### config.mk
export PLATFORM = sky130hd
export DESIGN_NAME = seven_bit_add_sequencer
export DESIGN_NICKNAME = d
export VERILOG_FILES = /design/src/rtl/adder_seq_pkg.sv /design/src/rtl/full_adder.sv /design/src/rtl/pb_debounce.sv /design/src/rtl/seven_bit_add_sequencer.sv
export SDC_FILE = /design/constraint.sdc
export NUM_CORES = 1
export LEC_CHECK = 0
export CORE_MARGIN = 10
export CORE_UTILIZATION = 50
export DETAILED_ROUTE_END_ITERATION = 8
export GPL_TIMING_DRIVEN = 0
export PLACE_DENSITY_LB_ADDON = 0.15
export SLEW_MARGIN = 20
export SYNTH_ARGS = -nofsm -noshare
export SYNTH_HDL_FRONTEND = slang
export SYNTH_SLANG_ARGS = --single-unit
### constraint.sdc
create_clock -name clk -period 5.8 [get_ports clk]
set_clock_uncertainty 0.05 [all_clocks]
set_input_delay 0.87 -clock clk [delete_from_list [all_inputs] [get_ports clk]]
set_output_delay 0.87 -clock clk [all_outputs]
set_load 0.02 [all_outputs]
### src/rtl/adder_seq_pkg.sv
// Shared definitions for the seven-bit serial add sequencer: state codes and
// the adder width.
package adder_seq_pkg;

    typedef enum logic [2:0] {
        ST_LA0  = 3'd0,
        ST_LA1  = 3'd1,
        ST_LB0  = 3'd2,
        ST_LB1  = 3'd3,
        ST_ADD  = 3'd4,
        ST_SHOW = 3'd5
    } state_t;

    localparam int unsigned ADD_BITS = 7;
    localparam logic [2:0]  LAST_BIT = 3'(ADD_BITS - 1);

endpackage

### src/rtl/full_adder.sv
// One-bit full adder used by the bit-serial add datapath.
module full_adder (
    input  logic a,
    input  logic b,
    input  logic cin,
    output logic s,
    output logic cout
);

    assign s    = a ^ b ^ cin;
    assign cout = (a & b) | (a & cin) | (b & cin);

endmodule

### src/rtl/pb_debounce.sv
// Pushbutton conditioning: two-flop synchronizer, consecutive-sample debounce
// and a registered one-cycle pulse on each debounced rising edge.
module pb_debounce #(
    parameter int DB_CYCLES = 4
) (
    input  logic clk,
    input  logic rst,
    input  logic pb,
    output logic press
);

    localparam int CW = (DB_CYCLES > 1) ? $clog2(DB_CYCLES) : 1;
    localparam logic [CW-1:0] CNT_MAX = CW'(DB_CYCLES - 1);

    logic          sync1_r;
    logic          sync2_r;
    logic          level_r;
    logic          press_r;
    logic [CW-1:0] cnt_r;

    // Synchronize, count samples that disagree with the accepted level, and
    // flag the cycle in which a new high level is accepted.
    always_ff @(posedge clk) begin
        if (rst) begin
            sync1_r <= 1'b0;
            sync2_r <= 1'b0;
            level_r <= 1'b0;
            press_r <= 1'b0;
            cnt_r   <= '0;
        end else begin
            sync1_r <= pb;
            sync2_r <= sync1_r;
            press_r <= 1'b0;
            if (sync2_r == level_r) begin
                cnt_r <= '0;
            end else if (cnt_r == CNT_MAX) begin
                level_r <= sync2_r;
                press_r <= sync2_r;
                cnt_r   <= '0;
            end else begin
                cnt_r <= cnt_r + CW'(1);
            end
        end
    end

    assign press = press_r;

endmodule

### src/rtl/seven_bit_add_sequencer.sv
// Loads two 7-bit operands nibble-by-nibble on debounced button presses, adds
// them bit-serially through one full adder, and shows the registered result.
module seven_bit_add_sequencer
    import adder_seq_pkg::*;
#(
    parameter int DB_CYCLES = 4
) (
    input  logic       clk,
    input  logic       rst,
    input  logic       pb,
    input  logic [3:0] sw,
    output logic [6:0] z,
    output logic       carry,
    output logic [2:0] phase,
    output logic       busy,
    output logic       done
);

    state_t     state_r;
    state_t     state_s;
    logic       press_s;
    logic [6:0] a_r;
    logic [6:0] b_r;
    logic [6:0] z_r;
    logic       carry_r;
    logic       c_r;
    logic [2:0] idx_r;
    logic       fa_sum_s;
    logic       fa_cout_s;

    pb_debounce #(.DB_CYCLES(DB_CYCLES)) u_debounce (
        .clk   (clk),
        .rst   (rst),
        .pb    (pb),
        .press (press_s)
    );

    full_adder u_fa (
        .a    (a_r[idx_r]),
        .b    (b_r[idx_r]),
        .cin  (c_r),
        .s    (fa_sum_s),
        .cout (fa_cout_s)
    );

    // Next-state decode; ADD ignores presses, unused codes fall back to LA0.
    always_comb begin
        state_s = ST_LA0;
        case (state_r)
            ST_LA0:  if (press_s) state_s = ST_LA1;  else state_s = ST_LA0;
            ST_LA1:  if (press_s) state_s = ST_LB0;  else state_s = ST_LA1;
            ST_LB0:  if (press_s) state_s = ST_LB1;  else state_s = ST_LB0;
            ST_LB1:  if (press_s) state_s = ST_ADD;  else state_s = ST_LB1;
            ST_ADD:  if (idx_r == LAST_BIT) state_s = ST_SHOW; else state_s = ST_ADD;
            ST_SHOW: if (press_s) state_s = ST_LA0;  else state_s = ST_SHOW;
            default: state_s = ST_LA0;
        endcase
    end

    // State register.
    always_ff @(posedge clk) begin
        if (rst) begin
            state_r <= ST_LA0;
        end else begin
            state_r <= state_s;
        end
    end

    // Operand loading and the serial add; the result is cleared on ADD entry.
    always_ff @(posedge clk) begin
        if (rst) begin
            a_r     <= 7'd0;
            b_r     <= 7'd0;
            z_r     <= 7'd0;
            carry_r <= 1'b0;
            c_r     <= 1'b0;
            idx_r   <= 3'd0;
        end else begin
            case (state_r)
                ST_LA0: if (press_s) a_r[3:0] <= sw;
                ST_LA1: if (press_s) a_r[6:4] <= sw[2:0];
                ST_LB0: if (press_s) b_r[3:0] <= sw;
                ST_LB1: begin
                    if (press_s) begin
                        b_r[6:4] <= sw[2:0];
                        idx_r    <= 3'd0;
                        c_r      <= 1'b0;
                        z_r      <= 7'd0;
                        carry_r  <= 1'b0;
                    end
                end
                ST_ADD: begin
                    z_r[idx_r] <= fa_sum_s;
                    c_r        <= fa_cout_s;
                    idx_r      <= idx_r + 3'd1;
                    if (idx_r == LAST_BIT) carry_r <= fa_cout_s;
                end
                default: begin
                end
            endcase
        end
    end

    assign z     = z_r;
    assign carry = carry_r;
    assign phase = state_r;
    assign busy  = (state_r == ST_ADD);
    assign done  = (state_r == ST_SHOW);

endmodule
Word level (Yosys, flattened, before mapping)
Cells that the tools add are included.

Word-level logic and storage cells: 71. Output and inout port bits: 13. Register bits: 35. Input port bits: 7.

Mux-type cells: 22. Bitwise gates (word level): 9. Add/subtract/negate cells: 2. Reductions and logical operators: 12. Eq/ne operators: 10. Magnitude comparators: 2.

Operator list (count): one-hot mux 3 bit (6 select lines) (1); one-hot mux 7 bit (2 select lines) (1); AND reduction 2 bit (6); == test 3 bit, second input constant (3); two-way mux 3 bit (3); two-way mux 1 bit (8); bitwise mux 7 bit (1); two-way mux 7 bit (1); binary-select mux 1 bit (select 3 bit) (2); == test 3 x 2 -> 1 bit, second input constant (2); one-hot mux 3 bit (2 select lines) (1); OR reduction 3 bit (2); less-than comparator 3 x 4 -> 1 bit, second input constant (1); != test 2 x 1 -> 1 bit, second input constant (2); one-hot mux 1 bit (2 select lines) (2); adder 3 x 1 -> 3 bit, second input constant (1); AND 1 bit (3); demux 1 bit (select 3 bit) (1); == test 3 x 1 -> 1 bit, second input constant (1); greater-or-equal comparator 3 x 1 -> 1 bit, second input constant (1); logical NOT 3 bit (1); AND reduction 3 bit (1); adder 2 x 1 -> 2 bit, second input constant (1); == test 2 bit, second input constant (1); 7 further kinds (10).

Depth between registers and ports, before layout
Gate-level depths: netlist of run 1.

Depth in word-level cells: 7. Mapped depth: 9. Gate-level depth less buffers: 7.

Modules after synthesis
Synthesis of run 1 repeated with hierarchy kept, for this count alone.

Cells, all modules: 177. Area, all modules: 1714.1 µm².

Modules (own cells, without submodules): seven_bit_add_sequencer (sequential area each 580.6 µm², cells each 161, area each 1492.7 µm², instances 1); pb_debounce (sequential area each 120.1 µm², cells each 15, area each 201.4 µm², instances 1); full_adder (sequential area each 0.0 µm², cells each 1, area each 20.0 µm², instances 1).

Least setup slack after synthesis of run 1
No wires, ideal clock.

Kind: reg-to-reg. Start point: reg idx_r[1]. End point: reg z_r[3], in the netlist z[3]. Required time: 5690 ps. Library setup time: 60 ps. Stages on the path, launching flop included: 10. Path slack: 3410 ps. Buffers on the path: 2. Clock period less this slack: 2390 ps. Arrival time: 2280 ps. Path through: dfxtp_1 -> buf_2 -> buf_2 -> and3b_1 -> a32oi_1 -> o221ai_1 -> fa_1 -> nand4bb_1 -> nor4_1 -> a32o_2.

Word-level cells in the longest chain between the ends: 6. Elaborated cells on any way between the ends: 13. Those cells by class: order compare (2); mux (8); bitwise (2); reduce/logical (1).

Ends and longest elaborated chain: from (decl) (line seven_bit_add_sequencer.sv:27) `logic [2:0] idx_r;`; from (signal assigned) (line seven_bit_add_sequencer.sv:95) `idx_r <= idx_r + 3'd1;`; less-than comparator 3 x 4 -> 1 bit (implied by the code) (tied with other cells) (line seven_bit_add_sequencer.sv:93) `z_r[idx_r] <= fa_sum_s;`; logical AND 1 bit (implied by the code) (tied with other cells) (line seven_bit_add_sequencer.sv:93); two-way mux 1 bit (implied by the code) / XOR 1 bit (equally long branches) (line seven_bit_add_sequencer.sv:93, full_adder.sv:10); demux 1 bit (select 3 bit) / XOR 1 bit (equally long branches) (line seven_bit_add_sequencer.sv:93, full_adder.sv:10); bitwise mux 7 bit (*) (line seven_bit_add_sequencer.sv:93); one-hot mux 7 bit (2 select lines) (*) (line seven_bit_add_sequencer.sv:79) `case (state_r)`; to (signal, indexed assignment) (line seven_bit_add_sequencer.sv:93); to (decl) (line seven_bit_add_sequencer.sv:24) `logic [6:0] z_r;`.

Mark *: on every way between the ends. The rest lies on a longest branch, timed or not. The select of a mux whose other input is x is not followed. A chain may end at the register's enable or synchronous reset.

Worst setup path in the final report of run 1
Start point: reg idx_r[2]. End point: reg z_r[4], in the netlist z[4].

Same word-level chain as after synthesis.

==> results of run 1 <==
cells by family (layout without fill, tap and decap cells):
group,after synthesis,after routing
fa+ha+maj,4,4
simple gates,60,60
flops,35,35
buf+inv,22,49
compound gates,26,26
mux,23,23
xor+xnor,3,3
synth_stat cells, types with 2 or more instances:
library cell	instances
a21oi_1	9
buf_2	7
nor2b_1	4
mux2i_1	16
o211ai_1	2
dfxtp_1	35
mux2_2	3
nand3b_1	4
nand2_1	4
and3b_1	4
inv_1	6
nand3_1	4
ha_1	3
or3_1	2
nor4_1	2
nor4bb_1	2
a221oi_1	2
or3b_1	4
nor2_1	18
clkbuf_1	5
nor3_1	3
and4bb_2	2
nand2b_1	2
a31oi_1	2
mux2_4	3
xnor2_1	2
a32o_1	3
routing by layer:
layer  up-vias  GRT usage (%)  routed length [microns]
met5         -              0                        0
met4         0           3.94                       33
met3         4           4.50                      187
met2        24           21.5                     1910
met1       657           15.3                     1750
li1        679              -                        -
worst paths after layout:
path | to | slack [ns]
worst max-delay path | z[4] | 2.86
worst min register to register | u_debounce.cnt_r[0] | 0.39
worst max register to register | z[4] | 2.86
worst min-delay path | u_debounce.cnt_r[0] | 0.39
registers in the layout, indices dropped and copies added (netlist names), 2 cells and up:
signal	flops
a_r	7
b_r	7
z	7
idx_r	3
phase	3
u_debounce.cnt_r	2
metrics by stage:
stage,std cells,hold slack (ns),setup slack (ns),power (mW)
floorplan,173,0.347,3.41,0.251
global placement,238,0.354,2.90,0.259
detailed placement,238,0.382,2.88,0.259
CTS,246,0.396,2.84,0.381
global route,246,0.401,2.56,0.395
finish,246,0.389,2.86,0.379
power groups by stage:
stage	Clock [mW]	Sequential (mW)	Combinational [mW]
2_1_floorplan	0	0.247	0.00448
3_3_place_gp	0	0.247	0.0119
3_5_place_dp	0	0.247	0.0121
4_1_cts	0.127	0.241	0.0121
5_1_grt	0.140	0.242	0.0132
6_report	0.126	0.241	0.0120
cell type report:
class                   count  area (sq um)
plain buffers              15          88.8
inverters                   7          31.3
clock inverters             1          5.00
flip-flops and latches     35           701
well taps                  46          57.6
repair buffers             19           190
multi-input cells         116           910
fillers                   311          1310
clock buffers               7          45.0
worst max-delay path, delay by kind of cell, from the launching register on:
family | cells | cell delay, ns
flops | 1 | 0.34
buf+inv | 3 | 0.77
compound gates | 3 | 0.58
simple gates | 2 | 0.60
fa+ha+maj | 1 | 0.54
==> results.ini, run 1 <==
[yosys]
ys_warn_count = 0
synthTopCellsByArea = dfxtp_1, mux2i_1, nor2_1
synthFlopType = dfxtp_1
async_flop_share_pct = 0
synth_area_per_cell_sq_um = 10.0
ys_types = 47
synth_compound_area_share_pct = 10.8
syn_area_sq_um = 1730
synthSimpleGateAreaFrac_pct = 22.4
synthXorXnorAreaFrac_pct = 1.52
yosys.area.top_type = dfxtp_1
synth_top_family_by_area = simple AND/OR/NAND/NOR gates
synth_seq_cells = 35
synth_edf_count = 0
syn_inst = 173
muxShareOfSynthArea_pct = 14.5
synthDominantCellAreaShare_pct = 40.5
synth-seq-area-share_pct = 40.5
yosys.area_share.adder_pct = 3.33
syn_nets = 184

[min_path]
hold_class = reg2reg
worstHoldPathCells = 1
hp-start = u_debounce.cnt_r[0]

[drt]
ant_nets = 0
first_iter_violations = 110
wl_per_cell_microns = 15.8
drcViolationCount = 0
totalWireLength_microns = 3880
via_count = 1364
routed_via_density = 5.54
drt-pass1-iter-count = 4

[power]
pwr-share-clk_pct = 33.2
p_sw_share_pct = 22.6
switching_power_mw = 0.0858
vdd_drop_max_mv = 0.133
internal_power_mw = 0.294
p_comb_share_pct = 3.2
leakage_nw = 0.778
p_per_area_nw_per_um2 = 187
power_frac_seq_pct = 63.6

[cts]
post_cts_resized = 0
ctsHoldBuffers = 0
path_clk_slew_ns = 0.11
post_cts_buffers = 0
clock-root-buffer = clkbuf_4
clk_latency_ns = 0.34
cts_tree = built
numCtsBuffers = 5
cts_htree_levels = 2
clockBufferDepth = 2
cts_sinks = 35

[worst_setup_path]
cp-start-kind = flip-flop
r2r_cells = 9
worst_ep_arrival_time_ns = 3.18
cpPeakStageDelay_ns = 0.54
setup.worst_path.class = reg2reg
slowest_stage = fa_1
worstPathCellList = buf_2 -> clkbuf_1 -> inv_1 -> a221oi_1 -> o22ai_1 -> fa_1 -> nand4bb_1 -> nor4_1 -> a32o_1
reg2reg_from = idx_r[2]
required_ns = 6.04
worstSetupEndpointType = flip-flop
worstPathMaxFanout = 10
crit_start = idx_r[2]

[sta]
period_share_pct = 50.7
fmax_mhz = 340
tns_ns = 0
period_needed_ns = 2.94
rsz0062_at_grt = no
maxSlewViolCount = 0
worst-slew-pin-transition_ns = 0.504
max_slew_margin_pct = 66.4
hold_viol = 0
finalSetupViolCount = 0

[global_routing]
grt_pass1_wl_microns = 6530
grt_max_degree = 11
grt_pass1_vias = 1333
gr-usage-all-layers_pct = 12.9
grt-ovfl-total = 0
antenna_found_initial = 0

[die]
chipWidth_microns = 78.8
start_util_pct = 51.9
die-area_sq_um = 6210
core_sq_um = 3340
rows = 21
die_h_microns = 78.8
ios = 20

[placed_design]
placed_cell_area_sq_um = 1980
place_congestion = 0.800
portBuffers = 19
hpwl_microns = 2850

[cells_and_area]
final_cell_mix = dfxtp_1, clkdlybuf4s50_1, nor2_1, mux2i_1, a21oi_1
mostFrequentLayoutCell = dfxtp_1
drive_above_1_share_pct = 13.5
syn2layout_area_growth_pct = 17.2
num_antenna_cells = 0
fin_nets = 210
final_util_pct = 60.8
final_cell_area_sq_um = 2030

[run_status]
outcome = finished, final reports clean

[job]
max_cap_viol_count = 0

Power figures use the tool's default switching activity.
==> run 2: changes to the inputs <==
Settings changed: CORE_UTILIZATION 50 to 49.
Clock period 5.8 ns to 2.6 ns, I/O delays scaled along.
==> run 2 against run 1 <==
- count of clock-buffer cells in the layout stayed put
- first-iteration DRC count fell by 25%
- fmax grew 18%
- non-clock buffer count increased by 1
- sequential power is 120% higher
- die area rose by 1.5%
- cell count is 0.41% higher
- critical path type unchanged
==> results.ini, run 2 (same netlist as run 1, synthesis figures left out) <==
[cts]
cts_sinks = 35  ; unchanged
cts_tree = built
clk_latency_ns = 0.35  ; about the same
numCtsBuffers = 5  ; unchanged
clock-root-buffer = clkbuf_4
path_clk_slew_ns = 0.10  ; about the same
ctsHoldBuffers = 0  ; unchanged
cts_htree_levels = 2  ; unchanged
clockBufferDepth = 2  ; unchanged

[power]
vdd_drop_max_mv = 0.304  ; +130%
leakage_nw = 0.793  ; +2.0%
p_per_area_nw_per_um2 = 405  ; +120%
finalPower_mw = 0.852  ; +120%

[cells_and_area]
syn2layout_area_growth_pct = 21.8
final_cell_mix = dfxtp_1, clkdlybuf4s50_1, nor2_1, mux2i_1, a21oi_1
fin_nets = 211  ; +0.48%
fillers = 325  ; +4.5%
final_util_pct = 62.6  ; +1.9 points
drive_above_1_share_pct = 18.4  ; +4.9 points
mostFrequentLayoutCell = dfxtp_1
num_antenna_cells = 0  ; unchanged
stdcell_count = 247  ; +0.41%

[global_routing]
gr-usage-all-layers_pct = 13.4  ; +0.47 points
grt-ovfl-total = 0  ; unchanged
grt_pass1_vias = 1488  ; +12%
met2_usage_pct = 22.0  ; +0.54 points
grt_util_met1_pct = 15.6  ; +0.30 points
top_usage_layer = met2
grt_max_degree = 11  ; unchanged
grt_pass1_wl_microns = 6840  ; +4.7%
antenna_found_initial = 0  ; unchanged
grt_use_met3_pct = 3.38  ; -1.1 points

[worst_setup_path]
setup.worst_path.class = reg2reg
cp-start-kind = flip-flop
r2r_cells = 8  ; -1
path_delay_family = adder cells
worstSetupEndpointType = flip-flop
crit_buf_inv = 1  ; -2
slowest_stage = fa_2
required_ns = 2.85  ; -3.19 ns
critical_path_depth = 8  ; -1
worst_ep_arrival_time_ns = 2.75  ; -0.43 ns
cpPeakStageDelay_ns = 0.59  ; +0.05 ns
worstPathMaxFanout = 10  ; unchanged
worstPathCellList = buf_6 -> mux2_2 -> a221oi_1 -> o22ai_1 -> fa_2 -> nand4bb_4 -> nor4_2 -> a32o_1

[drt]
first_iter_violations = 82  ; -25%
routed_via_density = 5.46  ; -1.5%
wl_per_cell_microns = 16.0  ; +1.7%
drcViolationCount = 0  ; unchanged
via_count = 1349  ; -1.1%
drt-pass1-iter-count = 4  ; unchanged
ant_nets = 0  ; unchanged
totalWireLength_microns = 3960  ; +2.1%

[run_status]
outcome = finished, final reports clean

[placed_design]
place_congestion = 0.853  ; +6.6%
place_inst = 238  ; unchanged
portBuffers = 19  ; unchanged
hpwl_microns = 2890  ; +1.5%

[sta]
max_slew_margin_pct = 67.0  ; +0.57 points
finalSetupViolCount = 0  ; unchanged
period_needed_ns = 2.49  ; -0.445 ns
maxSlewViolCount = 0  ; unchanged
rsz0062_at_grt = no
period_share_pct = 95.9  ; +45 points
tns_ns = 0  ; unchanged
worst-slew-pin-transition_ns = 0.496  ; -0.00856 ns
fmax_mhz = 401  ; +18%
hold_viol = 0  ; unchanged
holdWs_ns = 0.388  ; -0.000833 ns

[die]
start_util_pct = 51.5  ; -0.41 points
chipWidth_microns = 79.4  ; +0.75%
core_sq_um = 3360  ; +0.79%
rows = 21  ; unchanged
die-area_sq_um = 6310  ; +1.5%
die_h_microns = 79.4  ; +0.75%
ios = 20  ; unchanged

[job]
max_cap_viol_count = 0  ; unchanged

[min_path]
hold_class = reg2reg
worstHoldPathCells = 1  ; unchanged

-- run 2: timing repair --
item	CTS	global route
setup buffers	1	0
pin swaps	3	1
setup endpoints to repair	6	5
gates resized for setup	14	5
-- run 2: final timing paths --
kind                                          start                  end  slack, ns
worst max-delay path                       idx_r[1]                 z[1]       0.11
worst min-delay path            u_debounce.cnt_r[0]  u_debounce.cnt_r[0]       0.39
worst max register to register             idx_r[1]                 z[1]       0.11
worst min register to register  u_debounce.cnt_r[0]  u_debounce.cnt_r[0]       0.39
-- run 2: layout make-up --
type	instances	area [sq um]	share of cell area, %
clock buffer	7	45.0	2.14
clock inverter	1	5.00	0.238
inverter	7	31.3	1.48
tap	46	57.6	2.73
sequential	35	703	33.4
timing repair buffer	20	198	9.38
buffer	15	111	5.29
multi-input combinational	116	956	45.4
-- run 2: worst register-to-register path, cell delays in order (launching register included) --
cell,delay (ns)
dfxtp_2,0.36
buf_6,0.14
mux2_2,0.34
a221oi_1,0.25
o22ai_1,0.15
fa_2,0.59
nand4bb_4,0.16
nor4_2,0.23
a32o_1,0.17
-- run 2: through the flow --
step           setup slack (ns)  cell area (sq um)
2_1_floorplan             0.210               1730
3_3_place_gp             -0.254               1980
3_5_place_dp             -0.273               1980
4_1_cts               0.0000300               2100
5_1_grt                 0.00590               2110
6_report                  0.106               2110
-- run 2: layer usage --
layer	vias up	wire, microns
li1	676	-
met1	641	1810
met2	24	1930
met3	8	148
met4	0	76
met5	-	0
-- run 2: power by group --
| group | total (mW) | leakage, nW | internal [mW] | switching [mW] |
|---|---|---|---|---|
| clock | 0.286 | 0.0293 | 0.105 | 0.181 |
| combinational | 0.0275 | 0.481 | 0.0118 | 0.0158 |
| sequential | 0.538 | 0.283 | 0.538 | 0.000871 |
==> run 3: changes to the inputs <==
Settings changed: CAP_MARGIN set to 20.
==> results of run 3 <==
Final layout, timing and power as in run 2 (identical DEF).
